$ cat src/rtl/mem_axi_pkg.sv
// ============================================================================
// Module   : mem_axi_pkg
// Purpose  : Shared types for the Mem-to-AXI-lite master bridge: FSM state
//            encoding, AXI response codes and the latched write request.
// Contents : state_t, RESP_* codes, mem_req_t, resp_is_err()
// Revision : 1.0 - initial release
// ============================================================================
`default_nettype none

package mem_axi_pkg;

    // Widest address/data/strobe the request struct can carry. The bridge
    // zero-extends narrower requests into it and truncates on the way out.
    localparam int MEM_ADDR_MAX = 64;
    localparam int MEM_DATA_MAX = 64;
    localparam int MEM_STRB_MAX = MEM_DATA_MAX / 8;

    typedef enum logic [2:0] {
        IDLE  = 3'd0,
        WREQ  = 3'd1,
        WRESP = 3'd2,
        RREQ  = 3'd3,
        RRESP = 3'd4,
        DONE  = 3'd5
    } state_t;

    localparam logic [1:0] RESP_OKAY   = 2'b00;
    localparam logic [1:0] RESP_SLVERR = 2'b10;
    localparam logic [1:0] RESP_DECERR = 2'b11;

    typedef struct packed {
        logic [MEM_ADDR_MAX-1:0] addr;
        logic [MEM_DATA_MAX-1:0] data;
        logic [MEM_STRB_MAX-1:0] mask;
    } mem_req_t;

    // Anything other than OKAY (including EXOKAY) is reported to the core.
    function automatic logic resp_is_err(input logic [1:0] resp);
        return resp != RESP_OKAY;
    endfunction

endpackage

`default_nettype wire

$ cat src/rtl/mem_axi_master.sv
// ============================================================================
// Module   : mem_axi_master
// Purpose  : Bridges single-beat Mem read/write requests to AXI-lite master
//            transactions, one outstanding transaction at a time.
// Ports    : clk, rst                    - clock, sync active-high reset
//            mem_wen/waddr/wdata/wmask   - write request (level, held)
//            mem_wvalid                  - write-complete pulse
//            mem_ren/raddr               - read request (level, held)
//            mem_rdata, mem_rvalid       - read data (held) and pulse
//            mem_err                     - error pulse with a completion
//            m_aw*, m_w*, m_b*           - AXI-lite write channels
//            m_ar*, m_r*                 - AXI-lite read channels
// Revision : 1.0 - initial release
// ============================================================================
`default_nettype none

module mem_axi_master
    import mem_axi_pkg::*;
#(
    parameter int ADDR_WIDTH = 64,   // at most MEM_ADDR_MAX
    parameter int DATA_WIDTH = 64    // multiple of 8, at most MEM_DATA_MAX
) (
    input  logic                    clk,
    input  logic                    rst,
    input  logic                    mem_wen,
    input  logic [ADDR_WIDTH-1:0]   mem_waddr,
    input  logic [DATA_WIDTH-1:0]   mem_wdata,
    input  logic [DATA_WIDTH/8-1:0] mem_wmask,
    output logic                    mem_wvalid,
    input  logic                    mem_ren,
    input  logic [ADDR_WIDTH-1:0]   mem_raddr,
    output logic [DATA_WIDTH-1:0]   mem_rdata,
    output logic                    mem_rvalid,
    output logic                    mem_err,
    output logic [ADDR_WIDTH-1:0]   m_awaddr,
    output logic                    m_awvalid,
    input  logic                    m_awready,
    output logic [DATA_WIDTH-1:0]   m_wdata,
    output logic [DATA_WIDTH/8-1:0] m_wstrb,
    output logic                    m_wvalid,
    input  logic                    m_wready,
    input  logic [1:0]              m_bresp,
    input  logic                    m_bvalid,
    output logic                    m_bready,
    output logic [ADDR_WIDTH-1:0]   m_araddr,
    output logic                    m_arvalid,
    input  logic                    m_arready,
    input  logic [DATA_WIDTH-1:0]   m_rdata,
    input  logic [1:0]              m_rresp,
    input  logic                    m_rvalid,
    output logic                    m_rready
);

    state_t                  state_q, state_d;
    mem_req_t                wreq_q, wreq_d;
    logic [ADDR_WIDTH-1:0]   araddr_q, araddr_d;
    logic [DATA_WIDTH-1:0]   rdata_q, rdata_d;
    logic                    awvalid_q, awvalid_d;
    logic                    wvalid_q, wvalid_d;
    logic                    bready_q, bready_d;
    logic                    arvalid_q, arvalid_d;
    logic                    rready_q, rready_d;
    logic                    aw_done_q, aw_done_d;
    logic                    w_done_q, w_done_d;
    logic                    served_write_q, served_write_d;
    logic                    wpulse_q, wpulse_d;
    logic                    rpulse_q, rpulse_d;
    logic                    err_q, err_d;

    // A channel counts as done if it already finished or finishes this cycle.
    logic aw_fire, w_fire, aw_ok, w_ok;
    assign aw_fire = awvalid_q & m_awready;
    assign w_fire  = wvalid_q & m_wready;
    assign aw_ok   = aw_done_q | aw_fire;
    assign w_ok    = w_done_q | w_fire;

    always_comb begin
        state_d        = state_q;
        wreq_d         = wreq_q;
        araddr_d       = araddr_q;
        rdata_d        = rdata_q;
        awvalid_d      = awvalid_q;
        wvalid_d       = wvalid_q;
        bready_d       = bready_q;
        arvalid_d      = arvalid_q;
        rready_d       = rready_q;
        aw_done_d      = aw_done_q;
        w_done_d       = w_done_q;
        served_write_d = served_write_q;
        wpulse_d       = 1'b0;
        rpulse_d       = 1'b0;
        err_d          = 1'b0;

        case (state_q)
            IDLE: begin
                // Write has priority; a concurrent read waits for DONE.
                if (mem_wen) begin
                    wreq_d = '{addr: MEM_ADDR_MAX'(mem_waddr),
                               data: MEM_DATA_MAX'(mem_wdata),
                               mask: MEM_STRB_MAX'(mem_wmask)};
                    awvalid_d      = 1'b1;
                    wvalid_d       = 1'b1;
                    aw_done_d      = 1'b0;
                    w_done_d       = 1'b0;
                    served_write_d = 1'b1;
                    state_d        = WREQ;
                end else if (mem_ren) begin
                    araddr_d       = mem_raddr;
                    arvalid_d      = 1'b1;
                    served_write_d = 1'b0;
                    state_d        = RREQ;
                end
            end
            WREQ: begin
                if (aw_fire) begin
                    awvalid_d = 1'b0;
                    aw_done_d = 1'b1;
                end
                if (w_fire) begin
                    wvalid_d = 1'b0;
                    w_done_d = 1'b1;
                end
                if (aw_ok && w_ok) begin
                    aw_done_d = 1'b0;
                    w_done_d  = 1'b0;
                    bready_d  = 1'b1;
                    state_d   = WRESP;
                end
            end
            WRESP: begin
                if (m_bvalid) begin
                    bready_d = 1'b0;
                    wpulse_d = 1'b1;
                    err_d    = resp_is_err(m_bresp);
                    state_d  = DONE;
                end
            end
            RREQ: begin
                if (m_arready) begin
                    arvalid_d = 1'b0;
                    rready_d  = 1'b1;
                    state_d   = RRESP;
                end
            end
            RRESP: begin
                if (m_rvalid) begin
                    rready_d = 1'b0;
                    rdata_d  = m_rdata;
                    rpulse_d = 1'b1;
                    err_d    = resp_is_err(m_rresp);
                    state_d  = DONE;
                end
            end
            DONE: begin
                // Wait for the serviced level to drop so it is not reissued.
                if (served_write_q ? !mem_wen : !mem_ren) begin
                    state_d = IDLE;
                end
            end
            default: state_d = IDLE;
        endcase
    end

    always_ff @(posedge clk) begin
        if (rst) begin
            state_q        <= IDLE;
            wreq_q         <= '0;
            araddr_q       <= '0;
            rdata_q        <= '0;
            awvalid_q      <= 1'b0;
            wvalid_q       <= 1'b0;
            bready_q       <= 1'b0;
            arvalid_q      <= 1'b0;
            rready_q       <= 1'b0;
            aw_done_q      <= 1'b0;
            w_done_q       <= 1'b0;
            served_write_q <= 1'b0;
            wpulse_q       <= 1'b0;
            rpulse_q       <= 1'b0;
            err_q          <= 1'b0;
        end else begin
            state_q        <= state_d;
            wreq_q         <= wreq_d;
            araddr_q       <= araddr_d;
            rdata_q        <= rdata_d;
            awvalid_q      <= awvalid_d;
            wvalid_q       <= wvalid_d;
            bready_q       <= bready_d;
            arvalid_q      <= arvalid_d;
            rready_q       <= rready_d;
            aw_done_q      <= aw_done_d;
            w_done_q       <= w_done_d;
            served_write_q <= served_write_d;
            wpulse_q       <= wpulse_d;
            rpulse_q       <= rpulse_d;
            err_q          <= err_d;
        end
    end

    assign m_awaddr   = wreq_q.addr[ADDR_WIDTH-1:0];
    assign m_wdata    = wreq_q.data[DATA_WIDTH-1:0];
    assign m_wstrb    = wreq_q.mask[DATA_WIDTH/8-1:0];
    assign m_awvalid  = awvalid_q;
    assign m_wvalid   = wvalid_q;
    assign m_bready   = bready_q;
    assign m_araddr   = araddr_q;
    assign m_arvalid  = arvalid_q;
    assign m_rready   = rready_q;
    assign mem_rdata  = rdata_q;
    assign mem_wvalid = wpulse_q;
    assign mem_rvalid = rpulse_q;
    assign mem_err    = err_q;

endmodule

`default_nettype wire
$ cat config.mk
export PLATFORM = sky130hd
export DESIGN_NAME = mem_axi_master
export DESIGN_NICKNAME = d
export VERILOG_FILES = /design/src/rtl/mem_axi_pkg.sv /design/src/rtl/mem_axi_master.sv
export SDC_FILE = /design/constraint.sdc
export NUM_CORES = 1
export LEC_CHECK = 0
export ABC_CLOCK_PERIOD_IN_PS = 2800
export CAP_MARGIN = 20
export CORE_AREA = 2 2 216 218
export DETAILED_ROUTE_END_ITERATION = 8
export DIE_AREA = 0 0 218 220
export PLACE_DENSITY = 0.57
export SLEW_MARGIN = 20
export SYNTH_ARGS = -nofsm -noshare
export SYNTH_HDL_FRONTEND = slang
export SYNTH_SLANG_ARGS = --single-unit
export TNS_END_PERCENT = 1
$ cat constraint.sdc
create_clock -name clk -period 2.8 [get_ports clk]
set_clock_uncertainty 0.2 [all_clocks]
set_input_delay 0.56 -clock clk [delete_from_list [all_inputs] [get_ports clk]]
set_output_delay 0.56 -clock clk [all_outputs]
set_load 0.02 [all_outputs]
==> out/metrics.csv, run 1 <==
metric,value,unit
# diodes,0,
P_leak,0.005877,uW
CTS Hold Bufs,0,
post-CTS sizing,0,
Die ar.,47960,um^2
CP endpoint kind,output pin,
Final Hold Vio Count,0,
PortBufs,548,
Via density,4.210,
Crit Path Max Fanout,2,
MaxCap Viol Count,0,
cell accounting for the most synthesized area,dfxtp_1,
Vias,9981,
WL per Instance,15.37,um
WL final,36450,um
Clock transition at path regs,0.06,ns
CP max stage delay,0.71,ns
Area growth syn-to-layout,72.55,%
f_max,0.4234,GHz
largest net degree at the start of global routing,112,
Tcrit/Tclk final,84.36,%
Worst Max-Slew Pin Slew,0.6491,ns
Post-synth top cells,"nand2_1 (534), dfxtp_1 (278), a21oi_1 (264)",
minimum clock period,2.362,ns
global routing usage on met3,5.411,%
global-route wire length before repair,53610,um
most common flop cell mapped by yosys,dfxtp_1,
WP data required,2.04,ns
antenna violations before repair,0,
Longest Clk Path Bufs,3,
PwrDens,810.6,nW/um^2
Final Max Slew Viols,0,
# Post-CTS Setup Buffers,0,
RSZ-0062 raised after global routing,false,
post-synthesis sequential area ratio,56.60,%
pre-CTS setup slack,0.3337,ns
Fin Setup TNS,0,ns
die height,220,um
status,completed,
critical-path cell list,clkdlybuf4s50_1,
grt met1 use,15.91,%
root buf cell,clkbuf_16,
CTS buffer count,34,
Syn Area/Cell,8.013,um^2
WP buf/inv,1,
# IOs,549,
Initial DRC Count,482,
TritonRoute pass-1 iters,4,
Synth top area share,56.60,%
slowest CP cell,clkdlybuf4s50_1,
FP Rows,79,
Detailed Place HPWL,26230,um
# setup viols final,0,
met2 Use GR,24.60,%
htree depth,2,
CTS tree,built,
startpoint types,flip-flop,
GRT busiest layer,met2,
setup ws final,0.4380,ns
Post-Synthesis Cell Area,9832,um^2
Residual DRC,0,
cell with the most instances after synthesis,nand2_1,
Gate Count Post-Synth,1227,
Synth area leaders,"dfxtp_1 (57%), nand2_1 (20%), a21oi_1 (13%), buf_2 (1.5%), buf_4 (1.5%)",
net count after synthesis,1504,
Final Instance Count excl. Fillers,2371,
gr ovfl total,0,
Max VDD drop,0.4713,mV
Die Width,218,um
initial core utilization,21.44,%
Worst-Skew Late Latency,0.53,ns
Yosys cell types,37,
# clock sinks,278,
"Cell Area, Placed",15900,um^2
dpl cells,2312,
design area,16970,um^2
final net count,2018,
family with the most delay on the worst path,buffers and inverters,
Core Box Area,45860,um^2
critical path arrival,1.60,ns
YS warnings,0,
"flops & latches, synth",278,
GP Congestion,0.7745,
async set-or-reset flop fraction in the synthesized netlist,0,%
critical path type,reg -> out,
Total Routing Usage GR,14.16,%
share of cells above drive strength 1,5.159,%
vias in the first global route,9531,
number of synthesized flops with an enable pin,0,
Worst Hold Class,in -> reg,
Final ANT Viol Nets,0,
Slew HR,56.73,%
[placed cells by master, fill, tap and decap left out, types with 2 or more instances in the layout]
cell type	Yosys	final
inv_1	4	4
nand3b_1	2	2
a32oi_1	2	2
a21oi_2	10	10
clkbuf_8	0	7
nor2_1	9	9
clkbuf_16	0	34
nor3_4	1	2
buf_12	1	14
clkinv_2	0	3
clkdlybuf4s50_1	0	547
a21oi_1	264	264
nor2b_1	2	2
o21ai_0	6	6
dfxtp_1	278	278
clkbuf_1	32	10
nand2_1	534	532
inv_6	0	3
buf_4	19	8
nor3_1	5	5
[logic make-up after synthesis]
logic type,synth area share [%]
AND/OR/NAND/NOR,22.16
multiplexers,0.1018
buffers and inverters,5.663
AO/OA/AOI/OAI,15.47
flip-flops,56.60
[registers in the layout (all words and copies together), names as in the netlist, 3 cells and up]
name       cells
m_araddr      64
m_wdata       64
m_wstrb        8
state_q        3
mem_rdata     64
m_awaddr      64
[power by group]
part	total (uW)	leakage, uW	switching [uW]	internal [uW]
logic	4550	0.00309	2500	2040
registers	4970	0.00226	377	4590
clock network	4240	0.000520	1730	2510
[metrics by stage]
| step | util, % | power, uW | hold slack [ns] |
|---|---|---|---|
| floorplan | - | 7451 | 0.2812 |
| global placement | 34.67 | 9603 | 0.2414 |
| detailed placement | 34.67 | 9654 | 0.2453 |
| CTS | 36.99 | 13990 | 0.09739 |
| global route | 36.99 | 14520 | 0.1009 |
| finish | 36.99 | 13750 | 0.1299 |
[per-layer routing]
layer,wire (um),vias to the layer above,part of all wire [%]
met5,0,-,0
met4,876,0,2.4
met3,3186,52,8.7
met2,17530,383,48
met1,14850,4564,41
li1,-,4982,-
[final cells by class]
| cell class | instances | area, um^2 |
|---|---|---|
| Clock buffer | 50 | 970.9 |
| Sequential cell | 278 | 5565 |
| Multi-Input combinational cell | 853 | 3730 |
| Clock inverter | 9 | 95.09 |
| Inverter | 4 | 15.01 |
| Timing Repair Buffer | 570 | 5829 |
| Tap cell | 607 | 759.5 |
| Fill cell | 4741 | 28900 |
[final timing paths]
kind | start | cells after the start | slack [ns] | end
max | m_awaddr[60] | 1 | 0.44 | m_awaddr[60]
max reg2reg | state_q[0] | 4 | 0.65 | state_q[1]
min reg2reg | m_araddr[12] | 2 | 0.25 | m_araddr[12]
min | rst | 2 | 0.13 | m_araddr[51]
Power figures use the tool's default switching activity.
==> run 2: changes to the inputs <==
--- a/config.mk
+++ b/config.mk
@@ -5,12 +5,12 @@
 export SDC_FILE = /design/constraint.sdc
 export NUM_CORES = 1
 export LEC_CHECK = 0
-export ABC_CLOCK_PERIOD_IN_PS = 2800
+export ABC_CLOCK_PERIOD_IN_PS = 2150
 export CAP_MARGIN = 20
 export CORE_AREA = 2 2 216 218
 export DETAILED_ROUTE_END_ITERATION = 8
 export DIE_AREA = 0 0 218 220
-export PLACE_DENSITY = 0.57
+export PLACE_DENSITY = 0.59
 export SLEW_MARGIN = 20
 export SYNTH_ARGS = -nofsm -noshare
 export SYNTH_HDL_FRONTEND = slang
==> constraint.sdc (replaced) <==
create_clock -name clk -period 2.15 [get_ports clk]
set_clock_uncertainty 0.2 [all_clocks]
set_input_delay 0.43 -clock clk [delete_from_list [all_inputs] [get_ports clk]]
set_output_delay 0.43 -clock clk [all_outputs]
set_load 0.02 [all_outputs]
==> run 2 against run 1 <==
  * Register-to-register slack worse by 0.44 ns
  * Critical endpoint is now m_wdata[20]
  * Sequential power up 30%
  * Non-clock buffer count up 24
  * Global-route usage up 0.47 points
  * Critical path type unchanged
  * Wire length up 2.1%
  * Flip-flop and latch count unchanged
  * Die area unchanged
  * Via count up 1.5%
  * Final area up 2.2%
  * Critical path depth unchanged
==> out/metrics.csv, run 2 (synthesis gave the netlist of run 1 again) <==
metric,value,unit,change
Min Hold Slack,0.08944,ns,was 0.1299 ns
PortBufs,548,,unchanged
global-route wire length before repair,54830,um,was 53610 um
Longest Clk Path Bufs,3,,unchanged
share of cells above drive strength 1,6.488,%,was 5.159%
largest net degree at the start of global routing,84,,was 112
critical path type,reg -> out,,unchanged
most frequent cells in the layout,"nand2_1 (532), clkdlybuf4s50_1 (338), dfxtp_1 (278)",,"was clkdlybuf4s50_1 (547), nand2_1 (532), dfxtp_1 (278)"
NetSw,5965,uW,was 4610 uW
final-layout fill cell count,4741,,unchanged
root buf cell,clkbuf_16,,unchanged
GP Congestion,0.8107,,was 0.7745
htree depth,2,,unchanged
Sequential cell area,5565,um^2,unchanged
Slew HR,65.55,%,was 56.73%
Worst Hold Class,in -> reg,,unchanged
final net count,2042,,was 2018
Final ANT Viol Nets,0,,unchanged
WL final,37210,um,was 36450 um
initial core utilization,21.44,%,unchanged
# IOs,549,,unchanged
CTS buffer count,34,,unchanged
WP buf/inv,1,,unchanged
vias in the first global route,9886,,was 9531
# diodes,0,,unchanged
antenna violations before repair,0,,unchanged
slowest CP cell,clkdlybuf4s50_1,,unchanged
RSZ-0062 raised after global routing,false,,unchanged
Final Hold Vio Count,0,,unchanged
Clock transition at path regs,0.06,ns,about the same
Die Width,218,um,unchanged
Detailed Place HPWL,27430,um,was 26230 um
# clock sinks,278,,unchanged
WP data required,1.52,ns,was 2.04 ns
Die ar.,47960,um^2,unchanged
FP Rows,79,,unchanged
Area growth syn-to-layout,76.27,%,was 72.55%
Core Box Area,45860,um^2,unchanged
dpl cells,2336,,was 2312
CP endpoint kind,output pin,,unchanged
die height,220,um,unchanged
status,completed,,unchanged
final core utilization,37.79,%,was 36.99%
Residual DRC,0,,unchanged
Clock power frac,31.7,%,was 30.8%
Max VDD drop,0.8433,mV,was 0.4713 mV
Sw Ratio,33.19,%,was 33.52%
Vias,10130,,was 9981
CTS tree,built,,unchanged
P_leak,0.008267,uW,was 0.005877 uW
critical-path cell list,clkdlybuf4s50_1,,unchanged
Total Routing Usage GR,14.63,%,was 14.16%
minimum clock period,2.100,ns,
WL per Instance,15.54,um,was 15.37 um
Via density,4.230,,was 4.210
Final Max Slew Viols,0,,unchanged
critical path arrival,1.47,ns,was 1.60 ns
area occupied by multi-input gates,3730,um^2,unchanged
Reg power frac,35.9,%,was 36.1%
# Post-CTS Setup Buffers,0,,unchanged
family with the most delay on the worst path,buffers and inverters,,unchanged
MaxCap Viol Count,0,,unchanged
# setup viols final,0,,unchanged
CP max stage delay,0.62,ns,was 0.71 ns
"commonest non-fill, non-tap cell in the layout",nand2_1,,was clkdlybuf4s50_1
Worst Max-Slew Pin Slew,0.5161,ns,was 0.6491 ns
Tcrit/Tclk final,97.66,%,
TritonRoute pass-1 iters,5,,was 4
f_max,0.4763,GHz,
Worst-Skew Late Latency,0.52,ns,was 0.53 ns
Crit Path Max Fanout,2,,unchanged
Initial DRC Count,574,,was 482
P_int,12010,uW,was 9141 uW
PwrDens,1037,nW/um^2,was 810.6 nW/um^2
Gate power share,32.4,%,was 33.1%
gr ovfl total,0,,unchanged
Final Instance Count excl. Fillers,2395,,was 2371
startpoint types,flip-flop,,unchanged
[run 2: path summary, 6_finish.rpt]
kind                    start             to  slack [ns]  cells after the start
hold / removal            rst    m_araddr[5]        0.09                      2
setup reg to reg   state_q[1]  mem_rdata[22]        0.21                      6
hold reg to reg   m_wdata[25]    m_wdata[25]        0.25                      2
setup / recovery  m_wdata[20]    m_wdata[20]        0.05                      1
[run 2: repair_timing]
item	CTS	global route
hold buffers	0	0
gates resized for setup	109	100
endpoints found under the setup margin	109	100
[run 2: cell type report]
cell class	instances	share of cell area [%]
flip-flops and latches	278	32.11
repair buffers	594	35.48
clock inverters	9	0.5631
clock buffers	50	5.855
inverters	4	0.08664
multi-input cells	853	21.52
well taps	607	4.382
[run 2: routing by layer]
metal	GRT usage (%)	up-vias	share of wire [%]
met4	5.147	0	2.6
met1	15.80	4654	38
met5	0	-	0
li1	-	5040	-
met2	25.85	386	50
met3	5.797	50	9.8
[run 2: power groups by stage]
stage	clock, uW	sequential [uW]	combinational, uW
2_1_floorplan	0	7440	2260
6_report	5700	6460	5820
4_1_cts	5910	6480	5960
3_5_place_dp	0	6590	6160
3_3_place_gp	0	6550	6110
5_1_grt	6110	6570	6320
[run 2: through the flow]
step            TNS, ns  worst slack [ns]  cell area, um^2  power, uW
2_1_floorplan         0            0.4342             9832       9704
3_3_place_gp   -0.04713          -0.04713            16100      12660
3_5_place_dp    -0.4728          -0.05366            16100      12750
4_1_cts               0         0.0001111            17080      18350
5_1_grt               0        0.00006628            17330      19000
6_report              0           0.05026            17330      17970
